### src/rtl/alu_pkg.sv
// alu_pkg: shared definitions for the pipelined ALU.
//   opcode_e  - 4-bit operation codes presented on `control`; 9..15 are illegal
//   state_e   - control FSM states (IDLE: output register empty,
//               MULT: multiplier iterating, HOLD: result presented)
//   mul_iters - number of multiplier iterations for a given width/step size
package alu_pkg;

  typedef enum logic [3:0] {
    OP_ADD = 4'd0,
    OP_SUB = 4'd1,
    OP_MUL = 4'd2,
    OP_AND = 4'd3,
    OP_OR  = 4'd4,
    OP_XOR = 4'd5,
    OP_SLT = 4'd6,
    OP_SLL = 4'd7,
    OP_SRL = 4'd8
  } opcode_e;

  typedef enum logic [1:0] {
    ST_IDLE = 2'd0,
    ST_MULT = 2'd1,
    ST_HOLD = 2'd2
  } state_e;

  function automatic int mul_iters(input int width, input int mul_bits);
    return width / mul_bits;
  endfunction

endpackage

### src/rtl/alu_mul_iter.sv
// alu_mul_iter: iterative unsigned shift-add multiplier.
//   Retires MUL_BITS multiplier bits per cycle. The cycle that sees `start`
//   already performs the first step, so `prod` is final WIDTH/MUL_BITS - 1
//   cycles after the start edge, and `done` is high from then on until the
//   next start.
// Ports:
//   clk, rst_n  clock / async active-low reset (abandons any multiply)
//   start       load a/b and begin a new multiply
//   a, b        unsigned operands (sampled only with start)
//   done        product complete (meaningful after a start)
//   prod        full 2*WIDTH-bit product
module alu_mul_iter #(
  parameter int WIDTH    = 32,
  parameter int MUL_BITS = 1
) (
  input  logic                 clk,
  input  logic                 rst_n,
  input  logic                 start,
  input  logic [WIDTH-1:0]     a,
  input  logic [WIDTH-1:0]     b,
  output logic                 done,
  output logic [2*WIDTH-1:0]   prod
);
  import alu_pkg::*;

  localparam int ITERS = mul_iters(WIDTH, MUL_BITS);
  localparam int CNT_W = (ITERS > 1) ? $clog2(ITERS) : 1;

  logic [2*WIDTH-1:0] acc_q;
  logic [2*WIDTH-1:0] mcand_q;
  logic [WIDTH-1:0]   mplier_q;
  logic [CNT_W-1:0]   cnt_q;

  // Sum of the MUL_BITS partial products selected by `bits`.
  function automatic logic [2*WIDTH-1:0] partial(input logic [2*WIDTH-1:0] mcand,
                                                 input logic [MUL_BITS-1:0] bits);
    logic [2*WIDTH-1:0] sum;
    sum = '0;
    for (int j = 0; j < MUL_BITS; j++) begin
      if (bits[j]) sum = sum + (mcand << j);
    end
    return sum;
  endfunction

  logic [2*WIDTH-1:0] a_ext;
  assign a_ext = {{WIDTH{1'b0}}, a};

  always_ff @(posedge clk or negedge rst_n) begin
    if (!rst_n) begin
      acc_q    <= '0;
      mcand_q  <= '0;
      mplier_q <= '0;
      cnt_q    <= '0;
    end else if (start) begin
      // First step is folded into the load cycle to meet the overall latency.
      acc_q    <= partial(a_ext, b[MUL_BITS-1:0]);
      mcand_q  <= a_ext << MUL_BITS;
      mplier_q <= b >> MUL_BITS;
      cnt_q    <= CNT_W'(ITERS - 1);
    end else if (cnt_q != '0) begin
      acc_q    <= acc_q + partial(mcand_q, mplier_q[MUL_BITS-1:0]);
      mcand_q  <= mcand_q << MUL_BITS;
      mplier_q <= mplier_q >> MUL_BITS;
      cnt_q    <= cnt_q - 1'b1;
    end
  end

  assign done = (cnt_q == '0);
  assign prod = acc_q;

endmodule

### src/rtl/alu_pipe.sv
// alu_pipe: handshaked ALU between operand fetch and writeback.
//   Single-cycle ops (ADD/SUB/AND/OR/XOR/SLT/SLL/SRL, illegal) complete in
//   one cycle; MUL runs on alu_mul_iter. One registered output slot, held
//   under back-pressure; a new op may be accepted on the edge that drains it.
// Ports:
//   clk, rst_n           clock / async active-low reset
//   in_valid, in_ready   upstream handshake; control/oper1/oper2 sampled at accept
//   out_valid, out_ready downstream handshake
//   result, overflow, zero, illegal  registered result and flags
//   busy                 multiply in progress
module alu_pipe
  import alu_pkg::*;
#(
  parameter int WIDTH    = 32,
  parameter int MUL_BITS = 1
) (
  input  logic             clk,
  input  logic             rst_n,
  input  logic             in_valid,
  output logic             in_ready,
  input  logic [3:0]       control,
  input  logic [WIDTH-1:0] oper1,
  input  logic [WIDTH-1:0] oper2,
  output logic             out_valid,
  input  logic             out_ready,
  output logic [WIDTH-1:0] result,
  output logic             overflow,
  output logic             zero,
  output logic             illegal,
  output logic             busy
);

  localparam int SHW = $clog2(WIDTH);

  state_e state_q, state_d;

  logic             accept;
  logic             is_mul;
  logic             mul_start;
  logic             mul_done;
  logic [2*WIDTH-1:0] mul_prod;

  logic [WIDTH-1:0] alu_res;
  logic             alu_ovf;
  logic             alu_ill;
  logic [WIDTH-1:0] sum;
  logic [WIDTH-1:0] diff;
  logic [SHW-1:0]   shamt;
  opcode_e          op;

  logic [WIDTH-1:0] result_q;
  logic             overflow_q;
  logic             zero_q;
  logic             illegal_q;

  assign op        = opcode_e'(control);
  assign is_mul    = (op == OP_MUL);
  assign accept    = in_valid && in_ready;
  assign mul_start = accept && is_mul;

  // ---------------- FSM: state register ----------------
  always_ff @(posedge clk or negedge rst_n) begin
    // NOTE: sequential state uses non-blocking assignments so every register
    // samples pre-edge values regardless of evaluation order.
    if (!rst_n) state_q <= ST_IDLE;
    else        state_q <= state_d;
  end

  // ---------------- FSM: next state ----------------
  always_comb begin
    // NOTE: defaulting every always_comb output first rules out inferred latches.
    state_d = state_q;
    unique case (state_q)
      ST_IDLE: if (accept) state_d = is_mul ? ST_MULT : ST_HOLD;
      ST_MULT: if (mul_done) state_d = ST_HOLD;
      ST_HOLD: begin
        if (out_ready) begin
          if (accept) state_d = is_mul ? ST_MULT : ST_HOLD;
          else        state_d = ST_IDLE;
        end
      end
      default: state_d = ST_IDLE;
    endcase
  end

  // ---------------- FSM: outputs ----------------
  // in_ready depends combinationally on out_ready in HOLD so a draining
  // result and a new op can share an edge (one op per cycle).
  always_comb begin
    in_ready  = 1'b0;
    out_valid = 1'b0;
    busy      = 1'b0;
    unique case (state_q)
      ST_IDLE: in_ready = 1'b1;
      ST_MULT: busy     = 1'b1;
      ST_HOLD: begin
        out_valid = 1'b1;
        in_ready  = out_ready;
      end
      default: ;
    endcase
  end

  // ---------------- single-cycle datapath ----------------
  assign sum   = oper1 + oper2;
  assign diff  = oper1 - oper2;
  assign shamt = oper2[SHW-1:0];

  always_comb begin
    alu_res = '0;
    alu_ovf = 1'b0;
    alu_ill = 1'b0;
    unique case (op)
      OP_ADD: begin
        alu_res = sum;
        alu_ovf = (oper1[WIDTH-1] == oper2[WIDTH-1]) && (sum[WIDTH-1] != oper1[WIDTH-1]);
      end
      OP_SUB: begin
        // Subtraction overflows when it behaves like adding ~oper2 with matching signs.
        alu_res = diff;
        alu_ovf = (oper1[WIDTH-1] != oper2[WIDTH-1]) && (diff[WIDTH-1] != oper1[WIDTH-1]);
      end
      OP_MUL: ;  // produced by the iterative multiplier
      OP_AND: alu_res = oper1 & oper2;
      OP_OR:  alu_res = oper1 | oper2;
      OP_XOR: alu_res = oper1 ^ oper2;
      OP_SLT: alu_res = {{(WIDTH-1){1'b0}}, ($signed(oper1) < $signed(oper2))};
      OP_SLL: alu_res = oper1 << shamt;
      OP_SRL: alu_res = oper1 >> shamt;
      default: alu_ill = 1'b1;
    endcase
  end

  // ---------------- multiplier ----------------
  alu_mul_iter #(
    .WIDTH    (WIDTH),
    .MUL_BITS (MUL_BITS)
  ) u_mul (
    .clk   (clk),
    .rst_n (rst_n),
    .start (mul_start),
    .a     (oper1),
    .b     (oper2),
    .done  (mul_done),
    .prod  (mul_prod)
  );

  // ---------------- output register ----------------
  // Flags are derived from the value being loaded, never from result_q.
  always_ff @(posedge clk or negedge rst_n) begin
    if (!rst_n) begin
      result_q   <= '0;
      overflow_q <= 1'b0;
      zero_q     <= 1'b0;
      illegal_q  <= 1'b0;
    end else if (accept && !is_mul) begin
      result_q   <= alu_res;
      overflow_q <= alu_ovf;
      zero_q     <= (alu_res == '0);
      illegal_q  <= alu_ill;
    end else if ((state_q == ST_MULT) && mul_done) begin
      result_q   <= mul_prod[WIDTH-1:0];
      overflow_q <= |mul_prod[2*WIDTH-1:WIDTH];
      zero_q     <= (mul_prod[WIDTH-1:0] == '0);
      illegal_q  <= 1'b0;
    end
  end

  assign result   = result_q;
  assign overflow = overflow_q;
  assign zero     = zero_q;
  assign illegal  = illegal_q;

endmodule

### config.mk
export PLATFORM = sky130hd
export DESIGN_NAME = alu_pipe
export DESIGN_NICKNAME = d
export VERILOG_FILES = /design/src/rtl/alu_pkg.sv /design/src/rtl/alu_mul_iter.sv /design/src/rtl/alu_pipe.sv
export SDC_FILE = /design/constraint.sdc
export NUM_CORES = 1
export LEC_CHECK = 0
export CAP_MARGIN = 20
export CORE_MARGIN = 3
export CORE_UTILIZATION = 60
export CTS_CLUSTER_DIAMETER = 40
export CTS_CLUSTER_SIZE = 12
export DETAILED_ROUTE_END_ITERATION = 12
export DONT_BUFFER_PORTS = 1
export HOLD_SLACK_MARGIN = 0.03
export PLACE_DENSITY = 0.76
export SYNTH_ARGS = -nofsm -noshare
export SYNTH_HDL_FRONTEND = slang
export SYNTH_HIERARCHICAL = 1
export SYNTH_SLANG_ARGS = --single-unit
export TNS_END_PERCENT = 100
### constraint.sdc
create_clock -name clk -period 4.1 [get_ports clk]
set_input_delay 0.615 -clock clk [delete_from_list [all_inputs] [get_ports clk]]
set_output_delay 0.615 -clock clk [all_outputs]
set_load 0.005 [all_outputs]
### Word level (Yosys, flattened, before mapping)

Cells that the tools add are included.

| cells by class | value |
|---|---|
| add/sub/neg operators | 4 |
| multipliers | 0 |
| div/mod/pow operators | 0 |
| $lt $le $gt $ge | 1 |
| eq/ne operators | 17 |
| shifts and indexed selects | 2 |
| mux-type cells | 32 |
| bitwise gates (word level) | 3 |
| reductions and logical operators | 18 |

Operators with widths:

| operator | count |
|---|---|
| $mux W64 | 7 |
| $pmux W32 S8 | 1 |
| $mux W32 | 5 |
| $add A64 B64 Y64 | 1 |
| $logic_not A32 Y1 | 2 |
| $add A32 B32 Y32 | 1 |
| $and A32 B32 Y32 | 1 |
| $lt A32 B32 Y1 | 1 |
| $or A32 B32 Y32 | 1 |
| $reduce_or A32 Y1 | 1 |
| $shl A32 B5 Y32 | 1 |
| $shr A32 B5 Y32 | 1 |
| $sub A32 B32 Y32 | 1 |
| $xor A32 B32 Y32 | 1 |
| $eq A4 B3 Y1 const B | 4 |
| $mux W2 | 5 |
| $mux W5 | 2 |
| $mux W1 | 9 |
| $reduce_or A9 Y1 | 1 |
| $eq A4 B2 Y1 const B | 2 |
| $logic_and A1 B1 Y1 | 6 |
| $ne A2 B2 Y1 const B | 3 |
| $pmux W2 S3 | 1 |
| $logic_not A5 Y1 | 1 |
| other kinds (14) | 18 |

| word-level totals | value |
|---|---|
| flip-flop bits (word level) | 202 |
| latch bits | 0 |
| RAM bits | 0 |
| ROM bits | 0 |
| output and inout bits | 38 |
| memories kept | 0 |

### Depth between registers and ports, before layout

Gate-level depths: netlist (run 1).

| logic depth | value |
|---|---|
| word-level depth | 8 |
| depth in mapped cells | 19 |
| gate-level depth less buffers | 15 |

### Modules after synthesis

Netlist (run 1), hierarchy kept.

By module, submodules not included:

| module | instances | cells an instance | area each (µm²) | sequential area each (µm²) |
|---|---|---|---|---|
| alu_pipe | 1 | 1,602 | 11,312.1 | 925.9 |
| alu_mul_iter | 1 | 1,359 | 11,214.5 | 4,078.9 |

### Worst setup path after synthesis (run 1)

OpenSTA, ideal clock, no wires.

| timing path | value |
|---|---|
| kind | input to register |
| start point | in oper2[2] |
| end point | reg zero_q (netlist: zero) |
| setup time | 0.104 ns |
| arrival time | 5.300 ns |
| setup slack | -1.304 ns |
| stages | 19 |
| cells stage by stage | clkbuf_1 > clkinv_1 > buf_1 > buf_1 > buf_2 > ha_1 > buf_6 > o21ba_1 > or4_4 > a211oi_2 > nor2_1 > o21ai_0 > mux2_2 > a211oi_1 > o21ai_0 > nor4_1 > nand4_1 > or4_1 > o41ai_2 |

| between the ends | value |
|---|---|
| longest elaborated chain between the ends | 4 |
| elaborated cells on any way between the ends | 11 |
| classes of those cells | 2 x add/sub; 1 x order compare; 2 x shift; 2 x mux; 3 x bitwise; 1 x reduce/logical |

RTL lines:

| what | line | RTL |
|---|---|---|
| from (decl) | alu_pipe.sv:23 | `input logic [WIDTH-1:0] oper2,` |
| $sub A32 B32 Y32, or another cell as far along | alu_pipe.sv:106 | `assign diff = oper1 - oper2;` |
| $pmux W32 S8 (*) | alu_pipe.sv:113 | `unique case (op)` |
| $logic_not A32 Y1 (*) | alu_pipe.sv:159 | `zero_q <= (alu_res == '0);` |
| $mux W1 (*) | alu_pipe.sv:156 | `end else if (accept && !is_mul) begin` |
| to (signal assigned) | alu_pipe.sv:159 |  |
| to (signal assigned) | alu_pipe.sv:164 | `zero_q <= (mul_prod[WIDTH-1:0] == '0);` |
| to (decl) | alu_pipe.sv:53 | `logic zero_q;` |

Mark *: on every way between the ends. The rest lies on a longest branch, timed or not.
A chain may end at the register's enable or synchronous reset.

### Worst setup path after layout (run 1)

| timing path | value |
|---|---|
| start point | in oper2[0] |
| end point | reg zero_q (netlist: zero) |

The elaborated chain is that of the path after synthesis.

==> results of run 1 <==
## logic make-up (layout without fill, tap and decap cells)
kind of cell | after synthesis | in the layout | share of synthesized area
XOR/XNOR | 70 | 70 | 0.02722
other | 0 | 1 | 0
AO/OA/AOI/OAI | 941 | 941 | 0.2686
buffers and inverters | 345 | 424 | 0.06204
adder cells (fa/ha/maj) | 181 | 181 | 0.1015
multiplexers | 194 | 194 | 0.1015
flip-flops | 200 | 200 | 0.2222
AND/OR/NAND/NOR | 1030 | 1030 | 0.2169
## routing by layer
| layer | share of wire | vias to the layer above | track usage |
|---|---|---|---|
| met5 | 0.00015 | - | 0 |
| met4 | 0.077 | 2 | 0.2742 |
| met3 | 0.12 | 440 | 0.1304 |
| met2 | 0.43 | 1762 | 0.7099 |
| met1 | 0.37 | 11740 | 0.5648 |
| li1 | - | 10900 | - |
## critical path: cells and delay by family
family / cells / cell delay, ns
adder cells (fa/ha/maj): 2 / 0.68
AND/OR/NAND/NOR: 7 / 1.86
buffers and inverters: 1 / 0.06
AO/OA/AOI/OAI: 5 / 1.32
## sequential cells by signal (all words and copies together) (netlist names), 2 cells and up
| name | count |
|---|---|
| result | 32 |
| state_q | 2 |
| u_mul/cnt_q | 5 |
| u_mul/mcand_q | 63 |
| u_mul/mplier_q | 31 |
| u_mul/prod | 64 |
## through the flow
step                setup TNS [ns]  setup slack (ns)  hold slack [ns]
floorplan                  -0.4156           -0.4156           0.3194
global placement           -0.6094           -0.6094           0.3236
CTS                              0           0.01512          -0.1848
global route               -0.1363           -0.1363          -0.1851
finish                     -0.1413           -0.1413          -0.1676
detailed placement         -0.7344           -0.6508           0.3224
## final cells by class
cell class | instances | share of cell area
diodes | 1 | 0.00009979
inverters | 129 | 0.02001
flip-flops and latches | 200 | 0.1996
clock inverters | 13 | 0.007335
clock buffers | 19 | 0.01726
well taps | 468 | 0.02335
multi-input cells | 2416 | 0.6503
repair buffers | 263 | 0.08208
## how the worst min path moves through the flow
stage,end,slack [ns],startpoint,cells past startpoint
detailed placement,u_mul/mcand_q[43],0.32,rst_n,0
CTS,u_mul/mcand_q[43],-0.18,rst_n,0
floorplan,illegal,0.32,rst_n,0
global route,u_mul/mcand_q[42],-0.19,rst_n,0
finish,u_mul/mcand_q[46],-0.17,rst_n,0
global placement,u_mul/mcand_q[44],0.32,rst_n,0
## cells in the final DEF, fill, tap and decap left out, types with 23 or more instances in the layout
cell type	count
a211oi_1	33
a21o_1	47
a21oi_1	247
a22oi_1	28
a31oi_1	24
and2_1	71
buf_4	254
dfrtp_1	200
ha_1	175
inv_1	124
mux2_2	32
mux2i_1	135
mux4_2	23
nand2_1	418
nand3_1	76
nand4_1	34
nor2_1	193
nor2b_1	27
nor3_1	51
nor4_1	33
o211ai_1	30
o21ai_0	259
o22ai_1	26
o31ai_1	24
xnor2_1	44
xor2_1	26
## timing repair
| action | CTS | global route |
|---|---|---|
| buffers inserted | 2 | 1 |
| endpoints found under the setup margin | 1 | 1 |
| resized for setup | 6 | 7 |
| pin swaps | 8 | 6 |
| endpoints found under the hold margin | 200 | 200 |
## power groups by stage
| stage | sequential [uW] | clock (uW) | combinational (uW) |
|---|---|---|---|
| 3_5_place_dp | 3470 | 0 | 5510 |
| 3_3_place_gp | 3440 | 0 | 5330 |
| 4_1_cts | 3450 | 1810 | 5560 |
| 2_1_floorplan | 3180 | 0 | 4210 |
| 5_1_grt | 3550 | 1900 | 6260 |
| 6_report | 3470 | 1790 | 5750 |
==> qor.yml, run 1 <==
floorplan:
  initial_core_util: 0.6124
  die_width_microns: 199.8
  core_sq_um: 36790
  rows: 70
  die_h_microns: 199.8
  ios: 110
  dieArea_sq_um: 39910
setup_path:
  rr_startpoint: "u_mul/mplier_q[0]"
  reg2reg_to: "u_mul/prod[61]"
  critPathMaxStageDelay_ns: 0.59
  endpoint: "zero"
  crit_type: "in -> reg"
  crit_arrival_ns: 4.60
  crit_fanout: 122
  slowest_stage: "a2111oi_0"
  crit_path_start_kind: "input port"
  end_kind: "flip-flop"
  cp_common_cell: "nand4_1"
  ff2ff_setup_slack_ns: 0.12
  rr_worst_depth: 14
  setup.worst_path.start: "oper2[0]"
  crit_required_ns: 4.46
  path_cells: "ha_1 > inv_1 > fa_2 > or3_1 > a211oi_1 > a311oi_1 > o21ai_0 > a2111oi_0 > and3_1 > and4_1 > nand4_1 > nor4_2 > nand4_1 > or4_4 > o41ai_2"
layout:
  drive_gt1_frac: 0.1431
  fin_area_sq_um: 25080
  final_net_count: 3280
  instances_no_fill: 3509
  regArea_sq_um: 5005
  final_util: 0.6817
  area_growth_pct: 11.32
  fill_cells: 3058
  multi_input_area_sq_um: 16310
clock_network:
  clkTransAtPathRegs_ns: 0.08
  cts_tree: "built"
  clock_latency_ns: 0.47
  cts_root_buf: "clkbuf_16"
  numCtsBuffers: 17
  max-clock-path-buffers: 2
  cts_max_level: 4
  cts_sinks: 200
run_status:
  violations: "hold timing, setup timing"
  outcome: "finished, violations left"
global_route:
  antenna_found_initial: 1
  grt_pass1_wl_mm: 139.4
  grt_pass1_vias: 23300
  grt_max_degree: 201
  grt_overflow_total: 0
  grt_usage: 0.4562
synthesis:
  ys_seq_area_frac: 0.2222
  ys_top_cells_by_area: "dfrtp_1, ha_1, nand2_1, mux2i_1, o21ai_0"
  avgSynthCellArea_sq_um: 7.608
  post_synth_num_cell_types: 104
  synthArstFlopShare: 1.000
  ys_seq_elements: 200
  synth_flop_cell: "dfrtp_1"
  yosysTopAreaCellShare: 0.2222
  synth_nets: 3214
  synth_most_common_cell: "nand2_1"
  yosys_warnings: 6
  syn_inst: 2961
  ys_top_cells_by_count: "nand2_1, o21ai_0, a21oi_1"
  synth.cell_area_sq_um: 22530
  synth_top_cell_by_area: "dfrtp_1"
  synth-edff-count: 0
route:
  drt-vias-per-instance: 7.080
  dr.pass1.iters: 10
  totalWireLength_mm: 93.47
  ant_nets: 0
  drt_iter0_drc: 3650
  drcViolationCount: 0
  wl_per_cell_microns: 26.64
  num_vias: 24840
flow_run:
  cap_violations: 0
sta:
  slew_viol_final: 0
  worst_pin_slew_ns: 1.022
  finalCritPeriodShare: 1.034
  rsz0062_at_grt: "true"
  fmax_ghz: 0.2358
  finalHoldViolCount: 200
  layout_setup_ws_ns: -0.1413
  whs_ns: -0.1676
  max_slew_margin: 0.3089
  skew_ns: 0.01747
  setup_viol: 1
  fin_crit_ns: 4.241
pwr:
  powerDensity_nw_per_um2: 439.4
  total_power_uw: 11020
  combPwrFrac: 0.522
  pwr-share-clk: 0.163
  p_leak_uw: 0.01103
  power.share.sequential: 0.315
  swShare: 0.4546
  p_int_uw: 6010
  switching_power_uw: 5009
  peakVddDrop_uv: 300.7
placed_design:
  io_buffers: 0
  placed_cells: 3472
  gp_congestion: 1.102
  dpl_cell_area_sq_um: 24360
  dp_hpwl_mm: 70.00
min_path:
  min_path_type: "in -> async"
(Power assumes the default switching activity.)
==> run 2: changes to the inputs <==
Settings changed: CELL_PAD_IN_SITES_DETAIL_PLACEMENT set to 0, CELL_PAD_IN_SITES_GLOBAL_PLACEMENT set to 1, CORE_UTILIZATION 60 to 50, PLACE_DENSITY 0.76 to not set, PLACE_DENSITY_LB_ADDON set to 0.1.
==> qor.yml, run 2 (same netlist as run 1, synthesis figures left out) <==
run_status:
  outcome: "finished, violations left"
  violations: "hold timing, setup timing"
setup_path:
  slowest_stage: "or4_1"
  path_cells: "inv_1 > buf_4 > fa_2 > nand2b_4 > a211o_1 > a21o_1 > a211oi_2 > o31ai_2 > a2111oi_1 > o41a_1 > o21ai_0 > nor4_2 > buf_4 > nand4_1 > or4_1 > o41ai_2"
  crit_type: "in -> reg"
  rr_worst_depth: 14  # unchanged
  critPathMaxStageDelay_ns: 0.49  # -0.10 ns
  crit_path_start_kind: "input port"
  critical_path_depth: 16  # +1
  crit_family: "compound AO/OA/AOI/OAI gates"
  cp_common_cell: "buf_4"
  crit_fanout: 9  # -93%
  crit_arrival_ns: 4.52  # -0.08 ns
  cp_num_buf_inv: 3  # +2
  crit_required_ns: 4.48  # +0.02 ns
  end_kind: "flip-flop"
floorplan:
  initial_core_util: 0.5083  # -0.1041
  ios: 110  # unchanged
  dieArea_sq_um: 47640  # +19%
  die_width_microns: 218.3  # +9.3%
  core_sq_um: 44320  # +20%
  die_h_microns: 218.3  # +9.3%
  rows: 77  # +10%
global_route:
  grt_overflow_total: 0  # unchanged
  grt_max_degree: 201  # unchanged
  grt_pass1_vias: 23890  # +2.6%
  grt_pass1_wl_mm: 144.5  # +3.7%
  antenna_found_initial: 1  # unchanged
  grt_usage: 0.3956  # -0.06057
layout:
  fill_cells: 4189  # +37%
  fin_area_sq_um: 25800  # +2.9%
  mostFrequentLayoutCells: "nand2_1, buf_4, o21ai_0"
  final_util: 0.5822  # -0.09949
  multi_input_area_sq_um: 16350  # +0.24%
  largest_reg_flops: 64  # unchanged
  area_growth_pct: 14.54
  regArea_sq_um: 5005  # unchanged
  layout_commonest_cell: "nand2_1"
  drive_gt1_frac: 0.1671  # +0.02405
  final_net_count: 3363  # +2.5%
route:
  wl_per_cell_microns: 25.95  # -2.6%
  dr.pass1.iters: 6  # -4
  ant_nets: 0  # unchanged
  totalWireLength_mm: 96.42  # +3.1%
  num_vias: 24360  # -2.0%
  drt_iter0_drc: 2665  # -27%
  drcViolationCount: 0  # unchanged
  drt-vias-per-instance: 6.554  # -7.4%
clock_network:
  clkTransAtPathRegs_ns: 0.07  # about the same
  max-clock-path-buffers: 2  # unchanged
  cts_root_buf: "clkbuf_16"
  cts_sinks: 200  # unchanged
  clock_latency_ns: 0.48  # about the same
  cts_max_level: 4  # unchanged
  cts_tree: "built"
  numCtsBuffers: 17  # unchanged
pwr:
  total_power_uw: 10920  # -0.89%
  powerDensity_nw_per_um2: 423.3  # -3.7%
  swShare: 0.4554  # +0.0007938
  combPwrFrac: 0.533  # +0.011
  power.share.sequential: 0.318  # +0.003
  switching_power_uw: 4973  # -0.72%
  p_leak_uw: 0.01140  # +3.3%
  p_int_uw: 5948  # -1.0%
  peakVddDrop_uv: 394.6  # +31%
  pwr-share-clk: 0.149  # -0.014
sta:
  finalCritPeriodShare: 1.010  # -0.02409
  finalHoldViolCount: 200  # unchanged
  skew_ns: 0.01236  # -0.005116 ns
  setup_viol: 1  # unchanged
  fin_crit_ns: 4.143  # -0.09876 ns
  whs_ns: -0.1784  # -0.01077 ns
  layout_setup_ws_ns: -0.04256  # +0.09876 ns
  worst_pin_slew_ns: 1.114  # +0.09187 ns
  max_slew_margin: 0.2554  # -0.05352
  slew_viol_final: 0  # unchanged
  rsz0062_at_grt: "true"
  fmax_ghz: 0.2414  # +2.4%
  fin_setup_tns_ns: -0.04256  # +0.09876 ns
placed_design:
  io_buffers: 0  # unchanged
  dp_hpwl_mm: 75.13  # +7.3%
  gp_congestion: 1.026  # -6.9%
  pre_cts_slack_ns: -0.8021  # -0.1513 ns
  dpl_cell_area_sq_um: 25110  # +3.1%
min_path:
  min_path_type: "in -> async"
flow_run:
  cap_violations: 0  # unchanged
-- run 2: power by group through the flow --
stage	Clock (uW)	Sequential (uW)	Combinational (uW)
after floorplan	0	3180	4210
final	1630	3470	5820
after global placement	0	3450	5480
after detailed placement	0	3490	5630
after CTS	1660	3460	5680
after global routing	1720	3550	6380
-- run 2: layout make-up --
type / instances / share of cell area
antenna: 1 / 0.00009698
clock buffer: 21 / 0.01746
clock inverter: 11 / 0.003637
inverter: 129 / 0.01993
multi-input combinational: 2416 / 0.6335
sequential: 200 / 0.1940
tap: 592 / 0.02871
timing repair buffer: 346 / 0.1027
-- run 2: worst paths after layout --
path | slack [ns] | start | endpoint
max | -0.04 | oper1[1] | zero
min | -0.18 | rst_n | u_mul/mcand_q[35]
min reg2reg | 0.50 | u_mul/cnt_q[3] | u_mul/cnt_q[3]
min in group clk | 0.25 | oper2[24] | u_mul/mplier_q[23]
max in group asynchronous | 4.02 | rst_n | u_mul/mplier_q[4]
max reg2reg | 0.22 | u_mul/mcand_q[1] | u_mul/prod[61]
-- run 2: metrics by stage --
step	hold WS [ns]	std cells
2_1_floorplan	0.3194	2961
3_3_place_gp	0.3239	3679
3_5_place_dp	0.3240	3679
4_1_cts	-0.2068	3714
5_1_grt	-0.2011	3716
6_report	-0.1784	3716
-- run 2: what timing repair did --
action / in CTS / in global routing
endpoints found under the setup margin: 1 / 3
pin swaps: 15 / 7
endpoints found under the hold margin: 200 / 200
resized for setup: 20 / 5
buffers inserted: 3 / 0
-- run 2: per-layer routing --
metal / up-vias / track usage / wire length (microns)
met3: 283 / 0.07439 / 7507
met1: 11750 / 0.4791 / 37430
met5: - / 0 / 0
met4: 0 / 0.2059 / 5716
li1: 11070 / - / -
met2: 1248 / 0.6694 / 45760
